[src/rtl/alu_muldiv_unit.sv]
// Iterative multiply/divide sequencer for the EX stage: one bit per cycle into HI/LO,
// plus MFHI/MFLO/MTHI/MTLO service and pipeline stall generation.
`timescale 1ns/1ps
module alu_muldiv_unit #(
    parameter int NB_DATA  = 32,
    parameter int NB_FUNCT = 6,
    parameter int NB_COUNT = $clog2(NB_DATA) + 1
) (
    input  logic                i_clock,
    input  logic                i_reset,
    input  logic                i_valid,
    input  logic [NB_FUNCT-1:0] i_funct,
    input  logic [NB_DATA-1:0]  i_rs_data,
    input  logic [NB_DATA-1:0]  i_rt_data,
    output logic                o_busy,
    output logic                o_done,
    output logic                o_stall,
    output logic [NB_DATA-1:0]  o_mf_data,
    output logic [NB_DATA-1:0]  o_hi,
    output logic [NB_DATA-1:0]  o_lo
);

    localparam logic [NB_FUNCT-1:0] F_MULT  = NB_FUNCT'(6'b011000);
    localparam logic [NB_FUNCT-1:0] F_MULTU = NB_FUNCT'(6'b011001);
    localparam logic [NB_FUNCT-1:0] F_DIV   = NB_FUNCT'(6'b011010);
    localparam logic [NB_FUNCT-1:0] F_DIVU  = NB_FUNCT'(6'b011011);
    localparam logic [NB_FUNCT-1:0] F_MFHI  = NB_FUNCT'(6'b010000);
    localparam logic [NB_FUNCT-1:0] F_MTHI  = NB_FUNCT'(6'b010001);
    localparam logic [NB_FUNCT-1:0] F_MFLO  = NB_FUNCT'(6'b010010);
    localparam logic [NB_FUNCT-1:0] F_MTLO  = NB_FUNCT'(6'b010011);

    typedef enum logic [1:0] {S_IDLE, S_RUN, S_FIX} state_t;

    state_t              state, next_state;
    logic [NB_COUNT-1:0] count;
    logic [NB_DATA-1:0]  hi, lo;
    logic [NB_DATA-1:0]  upper;    // product high half / partial remainder
    logic [NB_DATA-1:0]  lower;    // multiplier -> product low half / dividend -> quotient
    logic [NB_DATA-1:0]  operand;  // multiplicand or divisor magnitude
    logic                op_div, div_zero, neg_prod_quot, neg_rem;

    logic                is_muldiv, is_move, is_div, is_signed, accept, rt_zero;
    logic [NB_DATA-1:0]  mag_rs, mag_rt;
    logic [NB_DATA:0]    mul_sum, div_shift, div_trial;
    logic [2*NB_DATA-1:0] product, product_fix;
    logic [NB_DATA-1:0]  quot_fix, rem_fix;

    // NOTE: every signal driven from always_comb gets a default first, so no path can
    // leave it unassigned and infer a latch.
    always_comb begin
        is_muldiv = (i_funct == F_MULT) || (i_funct == F_MULTU) ||
                    (i_funct == F_DIV)  || (i_funct == F_DIVU);
        is_move   = (i_funct == F_MFHI) || (i_funct == F_MTHI) ||
                    (i_funct == F_MFLO) || (i_funct == F_MTLO);
        is_div    = i_funct[1];
        is_signed = ~i_funct[0];
        rt_zero   = (i_rt_data == '0);
        accept    = (state == S_IDLE) && i_valid && is_muldiv;
        o_stall   = i_valid && o_busy && (is_muldiv || is_move);

        o_mf_data = '0;
        if (i_funct == F_MFHI) o_mf_data = hi;
        if (i_funct == F_MFLO) o_mf_data = lo;

        mag_rs = (is_signed && i_rs_data[NB_DATA-1]) ? -i_rs_data : i_rs_data;
        mag_rt = (is_signed && i_rt_data[NB_DATA-1]) ? -i_rt_data : i_rt_data;

        mul_sum   = {1'b0, upper} + (lower[0] ? {1'b0, operand} : '0);
        div_shift = {upper, lower[NB_DATA-1]};
        div_trial = div_shift - {1'b0, operand};

        product     = {upper, lower};
        product_fix = neg_prod_quot ? -product : product;
        quot_fix    = neg_prod_quot ? -lower : lower;
        rem_fix     = neg_rem ? -upper : upper;
    end

    always_comb begin
        next_state = state;
        case (state)
            S_IDLE: if (accept) next_state = (is_div && rt_zero) ? S_FIX : S_RUN;
            S_RUN:  if (count == NB_COUNT'(1)) next_state = S_FIX;
            S_FIX:  next_state = S_IDLE;
            default: next_state = S_IDLE;
        endcase
    end

    // NOTE: sequential state uses non-blocking assignments so every register samples
    // the pre-edge values regardless of statement order.
    always_ff @(posedge i_clock) begin
        if (i_reset) begin
            state  <= S_IDLE;
            o_busy <= 1'b0;
            o_done <= 1'b0;
        end else begin
            state  <= next_state;
            o_busy <= (next_state != S_IDLE);
            o_done <= (state == S_FIX);
        end
    end

    always_ff @(posedge i_clock) begin
        if (i_reset) begin
            hi            <= '0;
            lo            <= '0;
            count         <= '0;
            upper         <= '0;
            lower         <= '0;
            operand       <= '0;
            op_div        <= 1'b0;
            div_zero      <= 1'b0;
            neg_prod_quot <= 1'b0;
            neg_rem       <= 1'b0;
        end else begin
            case (state)
                S_IDLE: begin
                    if (accept) begin
                        op_div        <= is_div;
                        div_zero      <= is_div && rt_zero;
                        neg_prod_quot <= is_signed && (i_rs_data[NB_DATA-1] ^ i_rt_data[NB_DATA-1]);
                        neg_rem       <= is_signed && i_rs_data[NB_DATA-1];
                        count         <= NB_COUNT'(NB_DATA);
                        if (is_div) begin
                            // Divide by zero keeps raw rs in upper for the HI write-back.
                            upper   <= rt_zero ? i_rs_data : '0;
                            lower   <= mag_rs;
                            operand <= mag_rt;
                        end else begin
                            upper   <= '0;
                            lower   <= mag_rt;
                            operand <= mag_rs;
                        end
                    end else if (i_valid && i_funct == F_MTHI) begin
                        hi <= i_rs_data;
                    end else if (i_valid && i_funct == F_MTLO) begin
                        lo <= i_rs_data;
                    end
                end
                S_RUN: begin
                    count <= count - NB_COUNT'(1);
                    if (op_div) begin
                        if (!div_trial[NB_DATA]) begin
                            upper <= div_trial[NB_DATA-1:0];
                            lower <= {lower[NB_DATA-2:0], 1'b1};
                        end else begin
                            upper <= div_shift[NB_DATA-1:0];
                            lower <= {lower[NB_DATA-2:0], 1'b0};
                        end
                    end else begin
                        upper <= mul_sum[NB_DATA:1];
                        lower <= {mul_sum[0], lower[NB_DATA-1:1]};
                    end
                end
                S_FIX: begin
                    if (div_zero) begin
                        hi <= upper;
                        lo <= '1;
                    end else if (op_div) begin
                        hi <= rem_fix;
                        lo <= quot_fix;
                    end else begin
                        hi <= product_fix[2*NB_DATA-1:NB_DATA];
                        lo <= product_fix[NB_DATA-1:0];
                    end
                end
                default: ;
            endcase
        end
    end

    assign o_hi = hi;
    assign o_lo = lo;

endmodule

[config.mk]
export PLATFORM = sky130hd
export DESIGN_NAME = alu_muldiv_unit
export DESIGN_NICKNAME = d
export VERILOG_FILES = /design/src/rtl/alu_muldiv_unit.sv
export SDC_FILE = /design/constraint.sdc
export NUM_CORES = 1
export LEC_CHECK = 0
export CAP_MARGIN = 10
export CORE_MARGIN = 4
export CORE_UTILIZATION = 35
export CTS_BUF_LIST = sky130_fd_sc_hd__clkbuf_2
export DETAILED_ROUTE_END_ITERATION = 6
export HOLD_SLACK_MARGIN = 0.03
export SYNTH_ARGS = -nofsm -noshare
export SYNTH_HDL_FRONTEND = slang
export SYNTH_SLANG_ARGS = --single-unit
[constraint.sdc]
create_clock -name i_clock -period 3.9 [get_ports i_clock]
set_clock_uncertainty 0.05 [all_clocks]
set_input_delay 0.585 -clock i_clock [delete_from_list [all_inputs] [get_ports i_clock]]
set_output_delay 0.585 -clock i_clock [all_outputs]
set_load 0.02 [all_outputs]
# Word level (Yosys, flattened, before mapping)
# Cells that the tools add are included.
dict set report classes {
  mul 0
  muxes 37
  reduce_logical 26
  eq_ne 16
  n_bitwise 2
  n_addsub 8
  order_cmp 0
  div_mod_pow 0
  shift 0
}
# cell n
set ops {}
lappend ops {{$mux 32} 25}
lappend ops {{$pmux 32 s2} 4}
lappend ops {{$neg 32->32} 4}
lappend ops {{$mux 64} 1}
lappend ops {{$neg 64->64} 1}
lappend ops {{$eq 6x5->1 const B} 8}
lappend ops {{$add 32x32->33} 1}
lappend ops {{$sub 33x32->33} 1}
lappend ops {{$logic_not 32->1} 1}
lappend ops {{$pmux 6 s2} 1}
lappend ops {{$logic_and 1x1->1} 10}
lappend ops {{$logic_or 1x1->1} 7}
lappend ops {{$eq 6x1->1 const B} 1}
lappend ops {{$mux 2} 3}
lappend ops {{$mux 6} 1}
lappend ops {{$ne 2x2->1 const B} 3}
lappend ops {{$reduce_bool 2->1} 3}
lappend ops {{$sub 6x1->6 const B} 1}
lappend ops {{$ne 2x1->1 const B} 2}
lappend ops {{$pmux 2 s2} 1}
lappend ops {{$reduce_and 2->1} 2}
lappend ops {{$reduce_and 4->1} 1}
lappend ops {{$reduce_and 3->1} 1}
lappend ops {{$eq 2x1->1 const B} 1}
lappend ops {{other kinds (5)} 5}
dict set report word_totals {
  rom_bits 0
  elab_cells 102
  memories 0
  ramBits 0
  regBits 174
  out_inout_bits 99
  inputBits 73
  latch_bits 0
}

# Logic depth before layout (Yosys ltp)
dict set report depth {
  depth_word 8
  depth_mapped 14
  mapped_depth_nobuf 12
}

# Worst setup path before layout
# Ideal clock, no wire load.
dict set report synth_path {
  path_kind {register to register}
  from {register lower[0]}
  to {register upper[30]}
  t_required_ns 3.755
  path_stages_with_launch 14
  synth_period_minus_slack_ns 3.455
  path_slack_ns 0.445
  n_path_buf 1
  arrival_time_ns 3.309
  setup_ns 0.095
  path_cell_list {dfxtp_1 > inv_1 > clkbuf_1 > nor2_1 > ha_1 > a21o_1 > a221o_1 > a221oi_1 > o21ai_0 > a31oi_1 > o21bai_1 > a311oi_1 > xor2_1 > a221oi_1}
}
dict set report synth_via {
  elab_chain_cells 4
}
# element line_no
set synth_rtl {}
lappend synth_rtl {{start: declaration} 38} ;# logic [NB_DATA-1:0] lower;
lappend synth_rtl {{start signal: assignment} 126} ;# lower <= mag_rs;
lappend synth_rtl {{start signal: assignment} 130} ;# lower <= mag_rt;
lappend synth_rtl {{start signal: assignment} 144} ;# lower <= {lower[NB_DATA-2:0], 1'b1};
lappend synth_rtl {{$mux 32} 68} ;# mul_sum = {1'b0, upper} + (lower[0] ? {1'b0, operand} : '0);
lappend synth_rtl {{$add 32x32->33} 68}
lappend synth_rtl {{$mux 32} 141} ;# if (op_div) begin
lappend synth_rtl {{$pmux 32 s2} 115} ;# case (state)
lappend synth_rtl {{end signal: assignment} 143} ;# upper <= div_trial[NB_DATA-1:0];
lappend synth_rtl {{end signal: assignment} 146} ;# upper <= div_shift[NB_DATA-1:0];
lappend synth_rtl {{end signal: assignment} 150} ;# upper <= mul_sum[NB_DATA:1];
lappend synth_rtl {{end: declaration} 37} ;# logic [NB_DATA-1:0] upper;
# No other way between the ends.
# A chain may end at the register's enable or synchronous reset.

# Worst setup path in the final report
# Same ends and word-level chain as after synthesis.

==> results.py <==
metrics = {
    "finish": {
        "drive_above_1_share_pct": 11.04,
        "nNetsFinal": 2432,
        "seqCellArea_um2": 3485,
        "final_cell_area_um2": 19050,
        "syn2layout_area_growth_pct": 21.46,
        "multiInputGateArea_um2": 11320,
        "fillerInstances": 4521,
    },
    "grt": {
        "grt_overflow_total": 0,
        "grt_pass1_vias": 16430,
        "grt_use_total_pct": 26.17,
        "grt_start_max_net_pins": 74,
        "antenna_found_initial": 1,
        "grt_pass1_wl_mm": 97.79,
    },
    "die": {
        "die_w_um": 219.7,
        "io_pins": 172,
        "design.core.area_um2": 44220,
        "die_area_um2": 48270,
        "start_util_pct": 35.47,
        "fp-row-count": 77,
        "die-height_um": 219.7,
    },
    "worst_setup_path": {
        "ff2ff_path_depth": 14,
        "r2r-end": "upper[30]",
        "cp-start-kind": "register",
        "reg2reg_slack_ns": 0.21,
        "r2r_start": "lower[0]",
        "criticalPathCategory": "reg2reg",
        "required_ns": 4.62,
        "end_kind": "register",
        "crit_fanout": 12,
        "cp.arrival_ns": 4.42,
    },
    "cts": {
        "clk_latency_ns": 0.85,
        "numCtsBuffers": 17,
        "root_buffer": "clkbuf_2",
        "htree_levels": 4,
        "tritoncts": "built",
        "path_clk_slew_ns": 0.27,
        "cts_max_path_buffers": 2,
        "numClockSinks": 174,
    },
    "synth": {
        "synth_commonest_cells": "242 x nor2_1, 196 x a21oi_1, 176 x nand2_1, 174 x dfxtp_1, 142 x clkbuf_1",
        "netlist_area_um2": 15690,
        "synthCells": 2112,
        "synth_cell_types": 84,
        "ys_ff_latch": 174,
        "yosys_most_used_dff": "dfxtp_1",
        "synth.top_cell.area_share_pct": 22.21,
        "ys_warn_count": 0,
        "syn_area_per_cell_um2": 7.427,
        "synth_top_cells_by_area": "dfxtp_1 22%, mux2i_1 6.7%, a21oi_1 6.3%",
        "async_reset_ff_share_pct": 0,
        "ys_seq_area_share_pct": 22.21,
        "synth-edff-count": 0,
        "synth_fp_nets": 2257,
        "synth_most_common_cell": "nor2_1",
        "synth_area_leader_cell": "dfxtp_1",
    },
    "power_and_ir_drop": {
        "p_sw_mw": 1.525,
        "power.leakage_nw": 7.374,
        "combPwrFrac_pct": 29.9,
        "p_int_mw": 2.747,
        "pwr-share-seq_pct": 43.2,
        "peakVddDrop_mv": 0.1584,
        "finalPower_mw": 4.272,
        "p_sw_share_pct": 35.70,
        "clkPwrFrac_pct": 26.9,
        "powerDensity_nw_per_um2": 224.2,
    },
    "route": {
        "viasPerCell": 5.863,
        "drt_wl_total_mm": 65.37,
        "first_iter_violations": 1659,
        "firstDrtPassIters": 6,
        "wl_per_cell_um": 22.59,
        "vias": 16970,
        "ant_nets": 0,
        "drc": 0,
    },
    "timing": {
        "final-hold-violation-count": 0,
        "fin_crit_sh_pct": 94.65,
        "setup_viol": 0,
        "period_needed_ns": 3.691,
        "tightest_slew_ns": 1.144,
        "rsz0062_at_grt": "no",
        "max_freq_mhz": 270.9,
        "finalMaxSlewViolations": 0,
        "fin_setup_tns_ns": 0,
        "relSlewSlack_pct": 23.66,
    },
    "placed_design": {
        "hpwl_mm": 52.71,
        "port_buffers": 171,
        "placed_area_um2": 18740,
        "gp_congestion": 0.9518,
    },
    "outcome": {
        "status": "completed",
    },
    "hold_path": {
        "min_to": "div_zero",
        "worstHoldStart": "i_reset",
        "hp-class": "in2reg",
        "min_path_cells": 2,
    },
    "flow_run": {
        "maxCapViolations": 0,
    },
}
[registers in the layout (all words and copies together), names as in the netlist, 2 cells and up]
name / count
operand: 32
o_lo: 32
state: 2
count: 6
upper: 32
lower: 32
o_hi: 32
[what timing repair did]
item                                    CTS  global route
setup buffers                             0             0
hold buffers                              0             0
gates resized for setup                   0             8
endpoints found under the setup margin    0             9
[cell usage in the layout (no fill, tap or decap), types with 15 or more instances in the layout]
| master | Yosys | routed |
|---|---|---|
| nor2_1 | 242 | 240 |
| a21oi_1 | 196 | 195 |
| nand2_1 | 176 | 176 |
| dfxtp_1 | 174 | 173 |
| clkdlybuf4s50_1 | 0 | 169 |
| buf_4 | 1 | 151 |
| a211oi_1 | 109 | 109 |
| mux2i_1 | 105 | 105 |
| xnor2_1 | 105 | 105 |
| o21ai_0 | 100 | 99 |
| ha_1 | 70 | 70 |
| xor2_1 | 68 | 68 |
| inv_1 | 66 | 65 |
| nor3_1 | 56 | 55 |
| o221ai_1 | 33 | 33 |
| nand3_1 | 29 | 27 |
| o211ai_1 | 27 | 27 |
| o31ai_1 | 27 | 27 |
| a221oi_1 | 22 | 21 |
| nand2b_1 | 21 | 20 |
| a21o_1 | 20 | 20 |
| and3_1 | 19 | 19 |
| a22oi_1 | 19 | 19 |
| clkbuf_2 | 2 | 19 |
| nand4_1 | 17 | 17 |
| a31oi_1 | 18 | 17 |
| nor4_1 | 15 | 15 |
[worst max-delay path by stage]
stage	startpoint	endpoint	cells past startpoint
after floorplan	lower[0]	upper[30]	13
after global placement	i_rs_data[6]	lower[31]	10
after detailed placement	i_rs_data[5]	lower[31]	10
after CTS	lower[0]	upper[30]	12
after global routing	lower[31]	upper[31]	16
final	lower[0]	upper[30]	14
[area by class of cell]
cell class / count / area share [%]
Clock buffer: 19 / 0.4991
Sequential cell: 174 / 18.29
Multi-Input combinational cell: 1700 / 59.43
Timing Repair Buffer: 327 / 15.56
Inverter: 67 / 1.340
Clock inverter: 13 / 0.9654
Antenna cell: 2 / 0.02627
Tap cell: 592 / 3.888
[per-layer routing]
layer,up-vias,GRT usage [%],wire length [µm]
met3,104,4.178,3664
met1,8171,35.95,29610
li1,8097,-,-
met4,0,8.981,2443
met5,-,0,0
met2,595,41.74,29650
[through the flow]
step / hold slack (ns) / utilization (%) / std cells / setup slack [ns]
floorplan: 0.3819 / - / 2112 / 0.4453
global placement: 0.3921 / 42.38 / 2860 / -0.2163
detailed placement: 0.3943 / 42.38 / 2860 / -0.2066
CTS: 0.1087 / 43.01 / 2892 / 0.1345
global route: 0.1157 / 43.08 / 2894 / 0.02041
finish: 0.1883 / 43.08 / 2894 / 0.2086
[power by group through the flow]
stage	combinational, mW	sequential (mW)	clock (mW)
4_1_cts	1.26	1.85	1.17
5_1_grt	1.37	1.85	1.25
3_3_place_gp	1.25	1.88	0
3_5_place_dp	1.25	1.88	0
6_report	1.28	1.85	1.15
2_1_floorplan	0.751	1.87	0
[worst max-delay path, cell delays in order, from the launching register on]
cell	delay [ns]
dfxtp_1	0.44
clkinvlp_4	0.27
buf_4	0.24
buf_4	0.18
buf_4	0.20
nor2_1	0.12
ha_1	0.33
a21oi_1	0.30
o21ai_0	0.19
a21oi_1	0.21
o21ai_0	0.09
o21bai_1	0.21
a311oi_1	0.34
xor2_1	0.16
a221oi_1	0.30
[kinds of logic after synthesis]
| family | synth area share, % |
|---|---|
| compound gates | 28.79 |
| simple gates | 19.88 |
| buf+inv | 5.998 |
| flops | 22.21 |
| xor+xnor | 9.659 |
| mux | 7.633 |
| fa+ha+maj | 5.839 |
(Power assumes the default switching activity.)
